$ cat src/rtl/ysyx_25040111_cache_pkg.sv
// Shared cache definitions: controller states and address-split helpers,
// common to the I-cache and the future D-cache.
package ysyx_25040111_cache_pkg;

  typedef enum logic [1:0] {
    S_IDLE   = 2'd0,
    S_REFILL = 2'd1,
    S_RESP   = 2'd2
  } cache_state_e;

  function automatic int cache_words(input int line_ls);
    return 1 << (line_ls - 2);
  endfunction

  // Word-index width; a one-word line still gets a 1-bit index to avoid zero-width vectors
  function automatic int cache_wb(input int line_ls);
    return (line_ls > 2) ? line_ls - 2 : 1;
  endfunction

  function automatic int cache_tag_w(input int sets_ls, input int line_ls);
    return 32 - sets_ls - line_ls;
  endfunction

  function automatic logic [31:0] cache_tag(input logic [31:0] a, input int sets_ls, input int line_ls);
    return a >> (sets_ls + line_ls);
  endfunction

  function automatic logic [31:0] cache_set(input logic [31:0] a, input int sets_ls, input int line_ls);
    return (a >> line_ls) & ((32'd1 << sets_ls) - 32'd1);
  endfunction

  function automatic logic [31:0] cache_word(input logic [31:0] a, input int line_ls);
    return (a >> 2) & ((32'd1 << (line_ls - 2)) - 32'd1);
  endfunction

endpackage

$ cat src/rtl/ysyx_25040111_cache_way.sv
// One cache way: per-set valid bit and tag, line data, and a combinational
// hit compare for the currently addressed set.
module ysyx_25040111_cache_way
  import ysyx_25040111_cache_pkg::*;
#(
  parameter int SETS_Ls = 4,
  parameter int LINE_Ls = 4
) (
  input  logic                                     clock,
  input  logic                                     reset,
  input  logic                                     flush,
  input  logic [SETS_Ls-1:0]                       set,
  input  logic [cache_wb(LINE_Ls)-1:0]             rd_word,
  input  logic [cache_tag_w(SETS_Ls, LINE_Ls)-1:0] tag,
  output logic                                     hit,
  output logic                                     valid,
  output logic [31:0]                              rdata,
  input  logic                                     wr_en,
  input  logic [cache_wb(LINE_Ls)-1:0]             wr_word,
  input  logic [31:0]                              wr_data,
  input  logic                                     inst_en
);
  localparam int SETS  = 1 << SETS_Ls;
  localparam int WB    = cache_wb(LINE_Ls);
  localparam int TAG_W = cache_tag_w(SETS_Ls, LINE_Ls);

  logic [SETS-1:0]  valid_q;
  logic [TAG_W-1:0] tag_q  [SETS];
  logic [31:0]      data_q [SETS << WB];

  always_ff @(posedge clock) begin
    if (reset || flush) valid_q <= '0;
    else if (inst_en)   valid_q[set] <= 1'b1;
  end

  // Tag and data storage carry no reset; valid alone qualifies them
  always_ff @(posedge clock) begin
    if (inst_en) tag_q[set] <= tag;
    if (wr_en)   data_q[{set, wr_word}] <= wr_data;
  end

  assign valid = valid_q[set];
  assign hit   = valid_q[set] && (tag_q[set] == tag);
  assign rdata = data_q[{set, rd_word}];

endmodule

$ cat src/rtl/ysyx_25040111_icache_sa.sv
// Set-associative instruction cache with round-robin replacement, fence.i
// flush, bus-error propagation and saturating hit/miss counters.
module ysyx_25040111_icache_sa
  import ysyx_25040111_cache_pkg::*;
#(
  parameter int WAYS_Ls = 1,
  parameter int SETS_Ls = 4,
  parameter int LINE_Ls = 4,
  parameter bit BURST   = 1'b1
) (
  input  logic        clock,
  input  logic        reset,
  input  logic [31:0] addr,
  input  logic        ifu_valid,
  output logic        ifu_ready,
  output logic [31:0] data,
  output logic        ifu_err,
  input  logic        flush,
  output logic        mem_valid,
  output logic [31:0] mem_addr,
  output logic [7:0]  mem_len,
  output logic        mem_burst,
  input  logic        mem_ready,
  input  logic [31:0] mem_data,
  input  logic        mem_err,
  output logic [31:0] hit_cnt,
  output logic [31:0] miss_cnt
);
  localparam int WAYS  = 1 << WAYS_Ls;
  localparam int SETS  = 1 << SETS_Ls;
  localparam int WORDS = cache_words(LINE_Ls);
  localparam int WB    = cache_wb(LINE_Ls);
  localparam int TAG_W = cache_tag_w(SETS_Ls, LINE_Ls);

  cache_state_e       state_q, state_d;
  logic [TAG_W-1:0]   tag_idx;
  logic [SETS_Ls-1:0] set_idx;
  logic [WB-1:0]      word_idx, beat_q;
  logic [WAYS_Ls-1:0] victim_q, first_inv;
  logic [WAYS_Ls-1:0] victim_ptr_q [SETS];
  logic [WAYS-1:0]    way_hit, way_valid;
  logic [31:0]        way_rdata [WAYS];
  logic [31:0]        hit_data;
  logic               any_inv, all_valid_q, flush_pend_q, flush_now, lookup;
  logic               beat_ok, last_beat, install;

  assign tag_idx   = TAG_W'(cache_tag(addr, SETS_Ls, LINE_Ls));
  assign set_idx   = SETS_Ls'(cache_set(addr, SETS_Ls, LINE_Ls));
  assign word_idx  = WB'(cache_word(addr, LINE_Ls));
  assign beat_ok   = (state_q == S_REFILL) && mem_ready && !mem_err;
  assign last_beat = (beat_q == WB'(WORDS - 1));
  assign install   = beat_ok && last_beat;
  assign mem_len   = BURST ? 8'(WORDS - 1) : 8'd0;
  assign mem_burst = BURST;

  for (genvar g = 0; g < WAYS; g++) begin : g_way
    ysyx_25040111_cache_way #(.SETS_Ls(SETS_Ls), .LINE_Ls(LINE_Ls)) u_way (
      .clock   (clock),
      .reset   (reset),
      .flush   (flush_now),
      .set     (set_idx),
      .rd_word (word_idx),
      .tag     (tag_idx),
      .hit     (way_hit[g]),
      .valid   (way_valid[g]),
      .rdata   (way_rdata[g]),
      .wr_en   (beat_ok && (victim_q == WAYS_Ls'(g))),
      .wr_word (beat_q),
      .wr_data (mem_data),
      .inst_en (install && (victim_q == WAYS_Ls'(g)))
    );
  end

  // Lowest-index invalid way wins; hit data is an OR over one-hot hits
  always_comb begin
    hit_data  = '0;
    first_inv = '0;
    any_inv   = 1'b0;
    for (int w = WAYS - 1; w >= 0; w--) begin
      if (way_hit[w]) hit_data = hit_data | way_rdata[w];
      if (!way_valid[w]) begin
        first_inv = WAYS_Ls'(w);
        any_inv   = 1'b1;
      end
    end
  end

  always_comb begin
    state_d   = state_q;
    flush_now = 1'b0;
    lookup    = 1'b0;
    unique case (state_q)
      S_IDLE: begin
        if (flush || flush_pend_q) flush_now = 1'b1;
        else if (ifu_valid && !ifu_ready) begin
          lookup = 1'b1;
          if (way_hit == '0) state_d = S_REFILL;
        end
      end
      S_REFILL: if (mem_ready && (mem_err || last_beat)) state_d = S_RESP;
      S_RESP:   state_d = S_IDLE;
      default:  state_d = S_IDLE;
    endcase
  end

  always_ff @(posedge clock) begin
    if (reset) begin
      state_q      <= S_IDLE;
      ifu_ready    <= 1'b0;
      ifu_err      <= 1'b0;
      data         <= '0;
      mem_valid    <= 1'b0;
      mem_addr     <= '0;
      hit_cnt      <= '0;
      miss_cnt     <= '0;
      flush_pend_q <= 1'b0;
      beat_q       <= '0;
      victim_q     <= '0;
      all_valid_q  <= 1'b0;
      for (int s = 0; s < SETS; s++) victim_ptr_q[s] <= '0;
    end else begin
      state_q   <= state_d;
      ifu_ready <= 1'b0;
      if (state_q != S_IDLE && flush) flush_pend_q <= 1'b1;
      else if (flush_now)             flush_pend_q <= 1'b0;
      if (lookup && way_hit != '0) begin
        data      <= hit_data;
        ifu_ready <= 1'b1;
        hit_cnt   <= hit_cnt + {31'd0, hit_cnt != '1};
      end
      if (lookup && way_hit == '0) begin
        miss_cnt    <= miss_cnt + {31'd0, miss_cnt != '1};
        victim_q    <= any_inv ? first_inv : victim_ptr_q[set_idx];
        all_valid_q <= !any_inv;
        mem_addr    <= {addr[31:LINE_Ls], {LINE_Ls{1'b0}}};
        mem_valid   <= 1'b1;
        beat_q      <= '0;
      end
      if (state_q == S_REFILL && mem_ready) begin
        if (mem_err) begin
          mem_valid <= 1'b0;
          ifu_err   <= 1'b1;
          ifu_ready <= 1'b1;
        end else begin
          beat_q <= beat_q + 1'b1;
          if (!BURST) mem_addr <= mem_addr + 32'd4;
          if (beat_q == word_idx) data <= mem_data;
          if (last_beat) begin
            mem_valid <= 1'b0;
            ifu_ready <= 1'b1;
            if (all_valid_q) victim_ptr_q[set_idx] <= victim_q + 1'b1;
          end
        end
      end
      if (state_q == S_RESP) ifu_err <= 1'b0;
    end
  end

endmodule

$ cat config.mk
export PLATFORM = sky130hd
export DESIGN_NAME = ysyx_25040111_icache_sa
export DESIGN_NICKNAME = d
export VERILOG_FILES = /design/src/rtl/ysyx_25040111_cache_pkg.sv /design/src/rtl/ysyx_25040111_cache_way.sv /design/src/rtl/ysyx_25040111_icache_sa.sv
export SDC_FILE = /design/constraint.sdc
export NUM_CORES = 2
export LEC_CHECK = 0
export BUFFER_PORTS_ARGS = -buffer_cell sky130_fd_sc_hd__buf_2
export CAP_MARGIN = 10
export CORE_MARGIN = 5
export CORE_UTILIZATION = 64
export CTS_BUF_LIST = sky130_fd_sc_hd__clkbuf_4 sky130_fd_sc_hd__clkbuf_8
export CTS_CLUSTER_SIZE = 16
export DETAILED_ROUTE_END_ITERATION = 6
export GPL_ROUTABILITY_DRIVEN = 0
export PLACE_DENSITY_LB_ADDON = 0.12
export SYNTH_ARGS = -nofsm -noshare
export SYNTH_HDL_FRONTEND = slang
export SYNTH_MEMORY_MAX_BITS = 65536
export SYNTH_SLANG_ARGS = --single-unit
$ cat constraint.sdc
create_clock -name clock -period 12.4 [get_ports clock]
set_input_delay 2.48 -clock clock [delete_from_list [all_inputs] [get_ports clock]]
set_output_delay 2.48 -clock clock [all_outputs]
set_load 0.05 [all_outputs]
Word-level counts from Yosys, hierarchy flattened
Memory sizes are Yosys's and may differ from the RTL's.
Index checks and enable logic that the tools add are counted.
Widths: inputs -> output; s select.
{"block": "totals", "regBits": 166, "n_memories": 5, "in_bits": 70, "elab_cells": 129, "mem_bits_rw": 4880}
{"block": "op_classes", "add_sub_neg": 4, "n_eq_ne": 12, "muxes": 58, "n_reduce_logical": 30, "magnitude_cmp": 2, "n_bitwise": 4}
{"memory": "g_way[0].u_way.data_q", "depth": 64, "word_bits": 32, "rd": 1, "rd_ports_with_merged_regs": 0, "wr": 1, "line_no": "ysyx_25040111_cache_way.sv:29", "rtl": "logic [31:0] data_q [SETS << WB];"}
{"memory": "g_way[1].u_way.data_q", "depth": 64, "word_bits": 32, "rd": 1, "rd_ports_with_merged_regs": 0, "wr": 1, "line_no": "ysyx_25040111_cache_way.sv:29"}
{"memory": "g_way[0].u_way.tag_q", "depth": 16, "word_bits": 24, "rd": 1, "rd_ports_with_merged_regs": 0, "wr": 1, "line_no": "ysyx_25040111_cache_way.sv:28", "rtl": "logic [TAG_W-1:0] tag_q [SETS];"}
{"memory": "g_way[1].u_way.tag_q", "depth": 16, "word_bits": 24, "rd": 1, "rd_ports_with_merged_regs": 0, "wr": 1, "line_no": "ysyx_25040111_cache_way.sv:28"}
{"memory": "victim_ptr_q", "depth": 16, "word_bits": 1, "rd": 1, "rd_ports_with_merged_regs": 0, "wr": 16, "line_no": "ysyx_25040111_icache_sa.sv:40", "rtl": "logic [WAYS_Ls-1:0] victim_ptr_q [SETS];"}
{"cell": "$mux 32", "count": 6}
{"cell": "$add 32x1->32", "count": 2}
{"cell": "$ne 32x32->1 const B", "count": 2}
{"cell": "$eq 24x24->1", "count": 2}
{"cell": "$mux 1", "count": 40}
{"cell": "$or 16x16->16", "count": 2}
{"cell": "$or 32x32->32", "count": 1}
{"cell": "$logic_and 1x1->1", "count": 15}
{"cell": "$mux 2", "count": 7}
{"cell": "$bmux 1 s4", "count": 2}
{"cell": "$ne 2x2->1 const B", "count": 4}
{"cell": "$reduce_bool 2->1", "count": 3}
{"cell": "$lt 4x5->1 const B", "count": 1}
{"cell": "$demux 1 s4", "count": 1}
{"cell": "$eq 2x2->1 const B", "count": 2}
{"cell": "$ge 4x1->1 const B", "count": 1}
{"cell": "$logic_not 2->1", "count": 2}
{"cell": "$mux 4", "count": 1}
{"cell": "$pmux 2 s2", "count": 1}
{"cell": "$reduce_and 4->1", "count": 1}
{"cell": "$logic_not 1->1", "count": 3}
{"cell": "$logic_or 1x1->1", "count": 3}
{"cell": "$add 2x1->2 const B", "count": 1}
{"cell": "$eq 2x1->1 const B", "count": 1}
{"cell": "6 further kinds", "count": 6}

Logic depth before layout (Yosys ltp)
{"block": "logic_depth", "ltp_word": 10, "ltp_mapped": 18, "depth_no_buf": 16}

Hierarchy
From an unflattened synthesis, not the netlist that was laid out.
{"block": "hier_totals", "cells_unflattened": 8240, "area_unflattened_um2": 193783.4}
{"mod": "ysyx_25040111_cache_way (g_way[1].u_way)", "area_per_inst_um2": 93398.3, "seq_area_each_um2": 73350.3, "n_inst": 1, "cells_per_inst": 3680}
{"mod": "ysyx_25040111_cache_way (g_way[0].u_way)", "area_per_inst_um2": 93388.3, "seq_area_each_um2": 73350.3, "n_inst": 1, "cells_per_inst": 3738}
{"mod": "ysyx_25040111_icache_sa", "area_per_inst_um2": 6996.7, "seq_area_each_um2": 3163.0, "n_inst": 1, "cells_per_inst": 822}

Least setup slack after synthesis
OpenSTA, ideal clock, no wires.
{"block": "synth_timing", "path_kind": "input port to flip-flop", "start": "input addr[4]", "end": "memory g_way[0].u_way.data_q[47][0], enable pin", "setup_slack_ps": 5255, "t_arrival_ps": 6724, "setup_ps": 421, "stages": 14, "n_path_buf": 12, "cell_sequence": "buf_6 buf_8 buf_6 buf_4 buf_2 buf_2 buf_2 buf_2 buf_2 buf_2 clkbuf_1 nand3_1 clkbuf_1 nor2_1"}
{"item": "start, declared", "line_no": "ysyx_25040111_icache_sa.sv:13", "rtl": "input logic [31:0] addr,"}
{"item": "end, declared", "line_no": "ysyx_25040111_cache_way.sv:29"}
No word-level cell before the write port.

Worst setup path after layout
{"block": "layout_timing", "start": "input addr[4]", "end": "register data[5]"}
{"block": "layout_via", "elab_chain_len": 10, "word_cells_on_any_way": 21, "classes_between": "eq/ne (2); mux (10); bitwise (1); reduce/logical (4); memory (4)"}
{"item": "$mem_v2 16x24 or $bmux 1 s4 (tied branches)"}
{"item": "$eq 24x24->1 or $mux 1 (tied branches)", "line_no": "ysyx_25040111_cache_way.sv:43", "rtl": "assign hit = valid_q[set] && (tag_q[set] == tag);"}
{"item": "$logic_and 1x1->1", "line_no": "ysyx_25040111_cache_way.sv:43"}
{"item": "$mux 32", "line_no": "ysyx_25040111_icache_sa.sv:80", "rtl": "if (way_hit[w]) hit_data = hit_data | way_rdata[w];"}
{"item": "$or 32x32->32", "line_no": "ysyx_25040111_icache_sa.sv:80"}
{"item": "$mux 32", "line_no": "ysyx_25040111_icache_sa.sv:80"}
{"item": "$mux 32 (*)", "line_no": "ysyx_25040111_icache_sa.sv:126", "rtl": "if (lookup && way_hit != '0) begin"}
{"item": "$mux 32", "line_no": "ysyx_25040111_icache_sa.sv:147", "rtl": "if (beat_q == word_idx) data <= mem_data;"}
{"item": "$mux 32", "line_no": "ysyx_25040111_icache_sa.sv:140", "rtl": "if (mem_err) begin"}
{"item": "$mux 32 (*)", "line_no": "ysyx_25040111_icache_sa.sv:139", "rtl": "if (state_q == S_REFILL && mem_ready) begin"}
{"item": "end signal, assigned", "line_no": "ysyx_25040111_icache_sa.sv:127", "rtl": "data <= hit_data;"}
{"item": "end signal, assigned", "line_no": "ysyx_25040111_icache_sa.sv:147"}
{"item": "end, declared", "line_no": "ysyx_25040111_icache_sa.sv:16", "rtl": "output logic [31:0] data,"}
Every way passes the cells marked *; elsewhere a longest branch is shown, timed or not. The select of a mux whose other input is x is not followed.
A chain may end at the register's enable or synchronous reset.

==> results_dict.tcl <==
set metrics [dict create \
    outcome "finished clean" \
    finalSetupViolations 0 \
    synth-seq-cells 5046 \
    synth_cell_types 86 \
    global_route.overflow_total 0 \
    r2r.worst_path.cells 6 \
    total_leakage_power_uw 0.06845 \
    fin_setup_tns_ns 0 \
    grt_antenna_before_repair 20 \
    antenna_violating_nets_post_route 0 \
    routed_wire_length_per_instance_um 35.35 \
    ios 210 \
    reg2reg_end "g_way[0].u_way.data_q[5][11]$_DFFE_PP_" \
    remaining_drc_errors 0 \
    crit_path_start_kind "input port" \
    critPathLaunch "addr[4]" \
    yosys.cell_count.top_type "sky130_fd_sc_hd__edfxtp_1" \
    floorplan.initialDensity_pct 64.23 \
    synth_top_area_share_pct 75.36 \
    clk-insertion-delay-late_ns 1.21 \
    post-cts-setup-buffer-count 0 \
    clock-skew-final_ns 0.07601 \
    min-delay-start "mem_addr[13]$_SDFFE_PP0P_" \
    cts.reportedPaths.clkPinSlew_ns 0.06 \
    ys_top_cells_by_count "4880 x sky130_fd_sc_hd__edfxtp_1, 1361 x sky130_fd_sc_hd__mux4_2, 289 x sky130_fd_sc_hd__clkbuf_1" \
    required_ns 13.54 \
    final-max-slew-violation-count 0 \
    clockBufferDepth 4 \
    drt_first_pass_iters 6 \
    setup.worst_path.end_class "register" \
    rsz0062_at_grt "false" \
    synthesis.yosys.warnings 0 \
    number_of_levels_the_h_tree_was_split_into 6 \
    power_density_nw_per_um2 154.9 \
    half_perimeter_wire_length_after_detailed_placement_um 274200 \
    synthesis.area_um2 194500 \
    syn_inst 8684 \
    min_period_over_period_pct 58.02 \
    synth-edff-count 4880 \
    drive_above_1_share_pct 33.04 \
    post_cts_gate_resize_count 0 \
    grt_first_pass_wirelength_um 709600 \
    first_global_vias 98800 \
    floorplan.rows 202 \
    grt_max_degree 142 \
    postCtsHoldBufs 0 \
    tritoncts_num_sinks 5046 \
    worst-setup-path-type "input port to register" \
    worstPathArrival_ns 8.33 \
    cts_tree "yes" \
    numPlacedInstances 12680 \
    maxSlewHeadroom_pct 9.405 \
    period_needed_ns 7.194 \
    critical_path_peak_fanout 44 \
    vias_post_dr 97190 \
    detailedRoute.firstIterationViolations 12960 \
    ys.flop_type "sky130_fd_sc_hd__edfxtp_1" \
    netlist_top_cells_area "sky130_fd_sc_hd__edfxtp_1 75%, sky130_fd_sc_hd__mux4_2 16%, sky130_fd_sc_hd__dfxtp_1 1.7%" \
    hp-class "register to register" \
    fillCellCount 17400 \
    wl_um 496900 \
    vdd_ir_drop_max_v 0.0001258 \
    avgSynthCellArea_um2 22.39 \
    die-height_um 561.2 \
    floorplan.die_area_um2 315000 \
    timing.max_cap.violations 0 \
    die_width_um 561.2 \
    regToRegStartpoint "state_q[0]$_SDFFE_PP0P_" \
    critical_path.endpoint "data[5]$_SDFF_PP0_" \
    synthToLayoutAreaGrowth_pct 11.54 \
    finalNonFillerCells 14050 \
    globalRouteTotalUtil_pct 31.73 \
    cts_buffer_count 763 \
    yosysSeqAreaShare_pct 77.06 \
    timing.final.hold_violations 0 \
    fmax_mhz 139.0 \
    tightest_slew_ns 1.359 \
    drt-vias-per-instance 6.916 \
    ys_async_sr_fraction_pct 0 \
    clk_root_buffer_cell "sky130_fd_sc_hd__clkbuf_8" \
    number_of_port_buffers 194 \
    reg2reg_slack_ns 7.29 \
    core_region_area_um2 302800 \
    synth.largest_area_cell "sky130_fd_sc_hd__edfxtp_1" \
    layout.nets 9541 \
]
[critical path: stages]
cell	delay, ns
sky130_fd_sc_hd__buf_8	0.40
sky130_fd_sc_hd__buf_4	0.64
sky130_fd_sc_hd__buf_4	0.78
sky130_fd_sc_hd__mux4_2	0.61
sky130_fd_sc_hd__o2bb2ai_1	0.14
sky130_fd_sc_hd__a21oi_1	0.14
sky130_fd_sc_hd__a21oi_1	0.09
sky130_fd_sc_hd__or4_1	0.55
sky130_fd_sc_hd__or4b_4	0.60
sky130_fd_sc_hd__nor4_4	0.23
sky130_fd_sc_hd__buf_4	0.30
sky130_fd_sc_hd__and2_2	0.62
sky130_fd_sc_hd__a222oi_1	0.37
sky130_fd_sc_hd__a21oi_1	0.24
[cells in the final DEF (no fill, tap or decap), drive strengths merged, types with 106 or more instances in the layout]
cell,n
dfxtp,166
a21oi,106
nor2,260
clkbuf,1055
mux4,1364
clkinv,251
nand2,233
a22oi,112
buf,513
mux2i,227
edfxtp,4880
[kinds of logic (layout without fill, tap and decap cells)]
group | count (synthesis) | count (layout) | share of synthesized area, %
buffers and inverters | 531 | 1894 | 1.207
and+or+nand+nor | 733 | 733 | 1.756
adders and majority gates | 5 | 5 | 0.03217
muxes | 1659 | 1659 | 17.36
other | 2 | 31 | 0.003862
xor gates and xnor gates | 61 | 61 | 0.2747
AOI/OAI and AO/OA | 647 | 647 | 2.297
DFF | 5046 | 5046 | 77.06
[registers in the layout (all words and copies together) (netlist names)]
name	flops
all_valid_q	1
beat_q	2
data	32
flush_pend_q	1
g_way.u_way.data_q	4096
g_way.u_way.tag_q	768
g_way.u_way.valid_q	32
hit_cnt	32
ifu_err	1
ifu_ready	1
mem_addr	28
mem_valid	1
miss_cnt	32
state_q	2
victim_ptr_q	16
victim_q	1
[per-layer routing]
| layer | GRT usage [%] | vias up | part of all wire, % |
|---|---|---|---|
| met5 | 0 | - | 0.0089 |
| met4 | 13.75 | 8 | 4.9 |
| met3 | 6.299 | 1010 | 11 |
| met2 | 50.53 | 6167 | 49 |
| met1 | 43.90 | 51420 | 36 |
| li1 | - | 38580 | - |
[report_power, final]
part | switching (uW) | internal (uW)
logic | 1080 | 599
registers | 7.19 | 18700
clock network | 6370 | 6850
total | 7450 | 26100
[how the worst min path moves through the flow]
stage | endpoint | cells after the start
floorplan | all_valid_q$_SDFFE_PP0P_ | 2
global placement | g_way[1].u_way.valid_q[14]$_SDFFE_PP0P_ | 1
detailed placement | mem_addr[20]$_SDFFE_PP0P_ | 2
CTS | mem_addr[20]$_SDFFE_PP0P_ | 2
global route | mem_addr[13]$_SDFFE_PP0P_ | 2
finish | mem_addr[13]$_SDFFE_PP0P_ | 2
[stage by stage]
stage / setup slack (ns) / utilization [%] / total power [uW] / cell area (um^2) / hold slack (ns)
finish: 5.206 / 71.64 / 33600 / 216900 / 0.4496
floorplan: 5.255 / - / 19990 / 194500 / 0.4321
detailed placement: 3.845 / 66.74 / 20740 / 202100 / 0.4451
CTS: 5.116 / 71.61 / 33770 / 216800 / 0.4538
global route: 5.042 / 71.63 / 34680 / 216900 / 0.4751
global placement: 3.934 / 66.74 / 20700 / 202100 / 0.4406
[layout make-up]
type                    count  area (um^2)  area share, %
repair buffers            513         3754          1.730
diodes                     18        45.04        0.02077
flip-flops and latches   5046       149900          69.09
inverters                  24        92.59        0.04269
multi-input cells        3118        43430          20.02
clock inverters           302         1968         0.9073
clock buffers            1055        12780          5.892
well taps                3978         4977          2.295
Note: power is estimated with default switching activity, not from simulation.
